==> config.mk <==
export PLATFORM = sky130hd
export DESIGN_NAME = uart_bus_bridge_flat
export DESIGN_NICKNAME = d
export VERILOG_FILES = /design/src/rtl/uart_bridge_pkg.sv /design/src/rtl/uart_bus_bridge_if.sv /design/src/rtl/uart_bus_bridge.sv /design/src/flat_wrapper.sv
export SDC_FILE = /design/constraint.sdc
export NUM_CORES = 1
export LEC_CHECK = 0
export BUFFER_PORTS_ARGS = -buffer_cell sky130_fd_sc_hd__clkbuf_2
export CAP_MARGIN = 40
export CORE_AREA = 8 8 103 128
export CTS_CLUSTER_SIZE = 20
export DETAILED_ROUTE_END_ITERATION = 12
export DIE_AREA = 0 0 111 136
export GPL_TIMING_DRIVEN = 0
export PLACE_DENSITY = 0.79
export SLEW_MARGIN = 25
export SYNTH_ARGS = -nofsm -noshare
export SYNTH_HDL_FRONTEND = slang
export SYNTH_SLANG_ARGS = --single-unit
==> constraint.sdc <==
create_clock -name clk -period 3.6 [get_ports clk]
set_input_delay 0.18 -clock clk [delete_from_list [all_inputs] [get_ports clk]]
set_output_delay 0.18 -clock clk [all_outputs]
set_load 0.02 [all_outputs]
==> src/rtl/uart_bridge_pkg.sv <==
// Shared types and constants for the UART-driven bus initiator.
package uart_bridge_pkg;

    typedef enum logic [2:0] {
        ST_IDLE     = 3'd0,
        ST_GET_ADDR = 3'd1,
        ST_GET_DATA = 3'd2,
        ST_BUS_WR   = 3'd3,
        ST_BUS_RD   = 3'd4,
        ST_RD_WAIT  = 3'd5,
        ST_SEND     = 3'd6,
        ST_TX_WAIT  = 3'd7
    } state_e;

    localparam logic [7:0] CMD_RD  = 8'h52;
    localparam logic [7:0] CMD_WR  = 8'h57;
    localparam logic [7:0] RSP_OK  = 8'h4B;
    localparam logic [7:0] RSP_BAD = 8'h3F;
    localparam logic [7:0] RSP_ERR = 8'h21;

    localparam int ADDR_BYTES = 4;
    localparam int DATA_BYTES = 4;

    // Single-byte response placed at the head of the transmit shift register.
    function automatic logic [31:0] rsp_word(input logic [7:0] b);
        return {b, 24'h000000};
    endfunction

endpackage

==> src/rtl/uart_bus_bridge_if.sv <==
// UART-core and peripheral-bus signals seen by the bridge; master = bridge side.
interface uart_bus_bridge_if;
    logic [7:0]  rx_data;
    logic        rx_avail;
    logic        rx_error;
    logic        rx_ack;
    logic [7:0]  tx_data;
    logic        tx_wr;
    logic        tx_busy;
    logic [31:0] bus_addr;
    logic [31:0] bus_wdata;
    logic        bus_rd;
    logic        bus_wr;
    logic [31:0] bus_rdata;
    logic        active;

    modport master (
        input  rx_data, rx_avail, rx_error, tx_busy, bus_rdata,
        output rx_ack, tx_data, tx_wr, bus_addr, bus_wdata, bus_rd, bus_wr, active
    );

    modport slave (
        output rx_data, rx_avail, rx_error, tx_busy, bus_rdata,
        input  rx_ack, tx_data, tx_wr, bus_addr, bus_wdata, bus_rd, bus_wr, active
    );
endinterface

==> src/rtl/uart_bus_bridge.sv <==
// Bus initiator that parses 'W'/'R' command frames from a UART core and
// answers through its transmitter; all outputs are registered.
module uart_bus_bridge
    import uart_bridge_pkg::*;
#(
    parameter int RD_LAT      = 1,
    parameter int TIMEOUT_CYC = 250000
) (
    input logic            clk,
    input logic            rst,
    uart_bus_bridge_if.master br
);

    localparam int TW = $clog2(TIMEOUT_CYC + 1);

    state_e        state_r, state_nx_s;
    logic          take_s, launch_s, timeout_s, wait_s, getting_s;
    logic          armed_r, guard_r;
    logic          rx_ack_r, tx_wr_r, bus_rd_r, bus_wr_r, active_r;
    logic [7:0]    tx_data_r, cmd_r;
    logic [31:0]   addr_r, wdata_r, rsp_r;
    logic [2:0]    cnt_r, rsp_cnt_r;
    logic [TW-1:0] to_cnt_r;

    assign br.rx_ack    = rx_ack_r;
    assign br.tx_data   = tx_data_r;
    assign br.tx_wr     = tx_wr_r;
    assign br.bus_addr  = addr_r;
    assign br.bus_wdata = wdata_r;
    assign br.bus_rd    = bus_rd_r;
    assign br.bus_wr    = bus_wr_r;
    assign br.active    = active_r;

    // Next-state decode, byte acceptance and transmit launch.
    always_comb begin
        state_nx_s = state_r;
        launch_s   = 1'b0;
        getting_s  = (state_r == ST_GET_ADDR) || (state_r == ST_GET_DATA);
        wait_s     = (state_r == ST_IDLE) || getting_s;
        take_s     = wait_s && br.rx_avail && armed_r;
        timeout_s  = getting_s && !take_s && (to_cnt_r == TW'(TIMEOUT_CYC));
        case (state_r)
            ST_IDLE: begin
                if (take_s) begin
                    if (br.rx_error) begin
                        state_nx_s = ST_SEND;
                    end else if ((br.rx_data == CMD_WR) || (br.rx_data == CMD_RD)) begin
                        state_nx_s = ST_GET_ADDR;
                    end else begin
                        state_nx_s = ST_SEND;
                    end
                end else begin
                    state_nx_s = ST_IDLE;
                end
            end
            ST_GET_ADDR: begin
                if (take_s) begin
                    if (br.rx_error) begin
                        state_nx_s = ST_SEND;
                    end else if (cnt_r == 3'(ADDR_BYTES - 1)) begin
                        state_nx_s = (cmd_r == CMD_WR) ? ST_GET_DATA : ST_BUS_RD;
                    end else begin
                        state_nx_s = ST_GET_ADDR;
                    end
                end else if (timeout_s) begin
                    state_nx_s = ST_IDLE;
                end else begin
                    state_nx_s = ST_GET_ADDR;
                end
            end
            ST_GET_DATA: begin
                if (take_s) begin
                    if (br.rx_error) begin
                        state_nx_s = ST_SEND;
                    end else if (cnt_r == 3'(DATA_BYTES - 1)) begin
                        state_nx_s = ST_BUS_WR;
                    end else begin
                        state_nx_s = ST_GET_DATA;
                    end
                end else if (timeout_s) begin
                    state_nx_s = ST_IDLE;
                end else begin
                    state_nx_s = ST_GET_DATA;
                end
            end
            ST_BUS_WR: state_nx_s = ST_SEND;
            ST_BUS_RD: state_nx_s = ST_RD_WAIT;
            ST_RD_WAIT: begin
                if (cnt_r == 3'(RD_LAT)) begin
                    state_nx_s = ST_SEND;
                end else begin
                    state_nx_s = ST_RD_WAIT;
                end
            end
            ST_SEND: begin
                if (!br.tx_busy) begin
                    launch_s   = 1'b1;
                    state_nx_s = ST_TX_WAIT;
                end else begin
                    state_nx_s = ST_SEND;
                end
            end
            ST_TX_WAIT: begin
                // First cycle carries tx_wr, second is the guard before re-checking tx_busy.
                if (guard_r) begin
                    state_nx_s = (rsp_cnt_r == 3'd0) ? ST_IDLE : ST_SEND;
                end else begin
                    state_nx_s = ST_TX_WAIT;
                end
            end
            default: state_nx_s = ST_IDLE;
        endcase
    end

    // State register, registered outputs and frame datapath.
    always_ff @(posedge clk) begin
        if (rst) begin
            state_r   <= ST_IDLE;
            armed_r   <= 1'b1;
            guard_r   <= 1'b0;
            rx_ack_r  <= 1'b0;
            tx_wr_r   <= 1'b0;
            bus_rd_r  <= 1'b0;
            bus_wr_r  <= 1'b0;
            active_r  <= 1'b0;
            tx_data_r <= 8'h00;
            cmd_r     <= 8'h00;
            addr_r    <= 32'h0000_0000;
            wdata_r   <= 32'h0000_0000;
            rsp_r     <= 32'h0000_0000;
            cnt_r     <= 3'd0;
            rsp_cnt_r <= 3'd0;
            to_cnt_r  <= '0;
        end else begin
            state_r  <= state_nx_s;
            rx_ack_r <= take_s;
            // Re-arm only after rx_avail has been seen low, so a late-clearing flag is not re-read.
            armed_r  <= take_s ? 1'b0 : (armed_r | ~br.rx_avail);
            guard_r  <= (state_r == ST_TX_WAIT);
            tx_wr_r  <= launch_s;
            bus_wr_r <= (state_nx_s == ST_BUS_WR);
            bus_rd_r <= (state_nx_s == ST_BUS_RD);
            active_r <= (state_nx_s != ST_IDLE);
            to_cnt_r <= (getting_s && !take_s) ? (to_cnt_r + TW'(1)) : '0;
            case (state_r)
                ST_IDLE: begin
                    if (take_s) begin
                        cmd_r <= br.rx_data;
                        cnt_r <= 3'd0;
                        if (br.rx_error) begin
                            rsp_r     <= rsp_word(RSP_ERR);
                            rsp_cnt_r <= 3'd1;
                        end else begin
                            rsp_r     <= rsp_word(RSP_BAD);
                            rsp_cnt_r <= 3'd1;
                        end
                    end
                end
                ST_GET_ADDR, ST_GET_DATA: begin
                    if (take_s) begin
                        if (br.rx_error) begin
                            rsp_r     <= rsp_word(RSP_ERR);
                            rsp_cnt_r <= 3'd1;
                        end else begin
                            if (state_r == ST_GET_ADDR) begin
                                addr_r <= {addr_r[23:0], br.rx_data};
                            end else begin
                                wdata_r <= {wdata_r[23:0], br.rx_data};
                            end
                            cnt_r <= (cnt_r == 3'd3) ? 3'd0 : (cnt_r + 3'd1);
                        end
                    end
                end
                ST_BUS_WR: begin
                    rsp_r     <= rsp_word(RSP_OK);
                    rsp_cnt_r <= 3'd1;
                end
                ST_BUS_RD: cnt_r <= 3'd1;
                ST_RD_WAIT: begin
                    if (cnt_r == 3'(RD_LAT)) begin
                        rsp_r     <= br.bus_rdata;
                        rsp_cnt_r <= 3'd4;
                    end else begin
                        cnt_r <= cnt_r + 3'd1;
                    end
                end
                ST_SEND: begin
                    if (launch_s) begin
                        tx_data_r <= rsp_r[31:24];
                        rsp_r     <= {rsp_r[23:0], 8'h00};
                        rsp_cnt_r <= rsp_cnt_r - 3'd1;
                    end
                end
                default: begin
                end
            endcase
        end
    end

endmodule

==> src/flat_wrapper.sv <==
// flat-port wrapper written by rule: the top's interface ports become plain ports
module uart_bus_bridge_flat import uart_bridge_pkg::*;
#(
    parameter int RD_LAT      = 1,
    parameter int TIMEOUT_CYC = 250000
)
  (clk, rst, br_rx_data, br_rx_avail, br_rx_error, br_tx_busy, br_bus_rdata, br_rx_ack, br_tx_data, br_tx_wr, br_bus_addr, br_bus_wdata, br_bus_rd, br_bus_wr, br_active);
  uart_bus_bridge_if br_i ();
  input logic clk;
  input logic rst;
  input wire logic [$bits(br_i.rx_data)-1:0] br_rx_data;
  input wire logic [$bits(br_i.rx_avail)-1:0] br_rx_avail;
  input wire logic [$bits(br_i.rx_error)-1:0] br_rx_error;
  input wire logic [$bits(br_i.tx_busy)-1:0] br_tx_busy;
  input wire logic [$bits(br_i.bus_rdata)-1:0] br_bus_rdata;
  output wire logic [$bits(br_i.rx_ack)-1:0] br_rx_ack;
  output wire logic [$bits(br_i.tx_data)-1:0] br_tx_data;
  output wire logic [$bits(br_i.tx_wr)-1:0] br_tx_wr;
  output wire logic [$bits(br_i.bus_addr)-1:0] br_bus_addr;
  output wire logic [$bits(br_i.bus_wdata)-1:0] br_bus_wdata;
  output wire logic [$bits(br_i.bus_rd)-1:0] br_bus_rd;
  output wire logic [$bits(br_i.bus_wr)-1:0] br_bus_wr;
  output wire logic [$bits(br_i.active)-1:0] br_active;
  assign br_i.rx_data = br_rx_data;
  assign br_i.rx_avail = br_rx_avail;
  assign br_i.rx_error = br_rx_error;
  assign br_i.tx_busy = br_tx_busy;
  assign br_i.bus_rdata = br_bus_rdata;
  assign br_rx_ack = br_i.rx_ack;
  assign br_tx_data = br_i.tx_data;
  assign br_tx_wr = br_i.tx_wr;
  assign br_bus_addr = br_i.bus_addr;
  assign br_bus_wdata = br_i.bus_wdata;
  assign br_bus_rd = br_i.bus_rd;
  assign br_bus_wr = br_i.bus_wr;
  assign br_active = br_i.active;
  uart_bus_bridge #(.RD_LAT(RD_LAT), .TIMEOUT_CYC(TIMEOUT_CYC)) u_core (.clk(clk), .rst(rst), .br(br_i));
endmodule
==> flow_summary.toml <==
[sta]
fin_skew_ns = 0.00797
slew_violations = 0
rsz0062_at_grt = "false"
max_slew.worst_pin.slew_ns = 0.686
relSlewSlack = 0.543
final-hold-violation-count = 0
layout_setup_ws_ns = 1.44
timing.fmax_ghz = 0.463
period_needed_ns = 2.16
finalCritPeriodShare = 0.599
fin_setup_tns_ns = 0
setup_viol = 0

[synth]
synth_edf_count = 0
syn-num-nets = 790
yosys.area_share.xor_xnor = 0.0218
synth_top_family_by_area = "simple AND/OR/NAND/NOR gates"
synth_area_um2 = 6020
post_synth_and_or_nand_nor_area_fraction = 0.240
synth_top_area_cell = "dfxtp_1"
synthArstFlopShare = 0
ys_seq_area_frac = 0.485
syn_area_per_cell_um2 = 8.17
synth_top_area_frac = 0.485
synthAdderAreaFrac = 0.0166
synth-seq-cells = 146
synth_compound_area_frac = 0.168
synth_flop_cell = "dfxtp_1"
synth_most_common_cell = "nand2_1"
ys_warn_count = 0
synthMuxAreaShare = 0.0233
yosys-top-cells-count = "nand2_1 (172), dfxtp_1 (146), a21oi_1 (97)"
ys_types = 56
synth_area_leaders = "dfxtp_1 (49%), nand2_1 (11%), a21oi_1 (8.1%), nor2_1 (4.5%), a211oi_1 (3.4%)"
syn_inst = 737

[placement]
portBuffers = 120
place.gp.congestion = 0.914
place_ws_ns = 1.42
dp_hpwl_mm = 11.4

[pwr]
power_density_nw_per_um2 = 668
cellLeakagePower_nw = 2.84
peakVddDrop_v = 0.000368
p_total_mw = 4.90

[floorplan]
die_h_um = 136
placementRows = 44
fp.dieArea_um2 = 15100
die_w_um = 111
io_pins = 122
start_util = 0.534
core_um2 = 11300

[clocking]
clock_sinks = 146
clk_pin_slew_ns = 0.06
cts_hold_buffers = 1
tritoncts = "built"
insertion_delay_ns = 0.41
cts_buffer_depth = 2
h-tree-depth = 4
post_cts_buffers = 0
clockRootBuffer = "clkbuf_16"
cts_buffers = 17
cts_resized = 0

[grt]
track_usage = 0.209
grt_busiest_layer = "met2"
gr-usage-met1 = 0.235
gr-total-overflow = 0
grt_pass1_wl_mm = 26.1
grt_pass1_vias = 5323
met2_usage = 0.365
grt.met3_usage = 0.0570
grt_max_degree = 17
antenna_found_initial = 0

[job]
drv_cap = 0

[drt]
wirelength_mm = 16.0
dr.first_iter.drc_count = 391
drt-wirelength-per-cell_um = 15.6
drt_pass1_iterations = 5
drc_errors = 0
vias_per_cell = 5.44
num_vias = 5594
antenna_left = 0

[setup_path]
cp.arrival_ns = 2.45
critical_path_class = "reg2reg"
cp.required_ns = 3.89
endpoint_kind = "register"
slowest_delay_ns = 0.45
crit_chain = "buf_4 -> clkbuf_1 -> nand4_1 -> o211ai_1 -> nand3_1 -> a211oi_1 -> nor4b_1"
crit_slowest_cell = "a211oi_1"
start_kind = "register"
path_max_fanout = 10

[finish]
final_nets = 930
n_fill_cell = 1011
drive_above_1_share = 0.191
syn_to_final_growth_pct = 21.8
multi_input_area_um2 = 2830
seq_area_um2 = 2920
diodes = 0

[run_status]
outcome = "completed"

[min_path]
min_path_type = "in2reg"
-- cells in the final DEF (no fill, tap or decap), types with 13 or more instances in the layout --
cell / n
nand2_1: 172
inv_1: 15
clkbuf_1: 42
a21oi_1: 97
dfxtp_1: 146
a22oi_1: 18
clkbuf_16: 17
nor2_1: 72
mux2i_1: 14
a211oi_1: 27
and3_1: 13
clkbuf_2: 120
-- cells by family (layout without fill, tap and decap cells) --
family,Yosys count,in the layout
muxes,14,14
DFF,146,146
AOI/OAI and AO/OA,166,166
buffers and inverters,68,221
and+or+nand+nor,320,320
adders and majority gates,8,8
xor gates and xnor gates,15,15
-- report_power, final --
group | leakage, nW | switching, mW | total (mW) | internal [mW]
logic | 1.40 | 0.891 | 1.40 | 0.505
clock network | 0.256 | 0.682 | 1.58 | 0.898
registers | 1.18 | 0.114 | 1.93 | 1.81
total | 2.84 | 1.69 | 4.90 | 3.22
-- layout make-up --
cell class                      count  share of cell area
Sequential cell                   146               0.398
Buffer                             53              0.0297
Tap cell                          138              0.0235
Inverter                           15             0.00768
Multi-Input combinational cell    523               0.385
Clock inverter                     12              0.0113
Clock buffer                       20              0.0609
Timing Repair Buffer              121              0.0832
-- final timing paths --
| path | from | slack (ns) | end | cells past startpoint |
|---|---|---|---|---|
| max | u_core.state_r[0]$_SDFF_PP0_ | 1.44 | u_core.br.bus_wr$_SDFF_PP0_ | 7 |
| min | br_rx_data[3] | 0.04 | u_core.br.bus_addr[3]$_SDFFE_PP0P_ | 3 |
| max reg2reg | u_core.state_r[0]$_SDFF_PP0_ | 1.44 | u_core.br.bus_wr$_SDFF_PP0_ | 7 |
| min reg2reg | u_core.rsp_r[25]$_SDFFE_PP0P_ | 0.45 | u_core.br.tx_data[1]$_SDFFE_PP0P_ | 2 |
-- worst max-delay path: cells and delay by family (launching register included) --
family	cells	cell delay (ns)
and+or+nand+nor	3	0.61
AOI/OAI and AO/OA	2	0.61
buffers and inverters	2	0.51
DFF	1	0.30
-- state kept, by name, indices dropped and copies added, names as in the netlist, 3 cells and up --
register             flops
u_core.br.bus_addr      32
u_core.br.bus_wdata     32
u_core.rsp_r            32
u_core.to_cnt_r         18
u_core.br.tx_data        8
u_core.cmd_r             8
u_core.cnt_r             3
u_core.rsp_cnt_r         3
u_core.state_r           3
-- layer usage --
metal	wire length, um	vias to the layer above	part of all wire
met2	8040	178	0.50
met1	6550	2595	0.41
met3	1040	32	0.065
li1	-	2789	-
met5	0	-	0
met4	395	0	0.025
-- through the flow --
stage / std cells / area [um^2] / hold slack, ns / utilization
floorplan: 737 / 6020 / 0.267 / -
global placement: 995 / 6800 / 0.418 / 0.602
detailed placement: 995 / 6800 / 0.422 / 0.602
CTS: 1028 / 7330 / 0.0322 / 0.650
global route: 1028 / 7330 / 0.0471 / 0.650
finish: 1028 / 7330 / 0.0395 / 0.650
No activity file was read; power rests on OpenSTA's default activity.
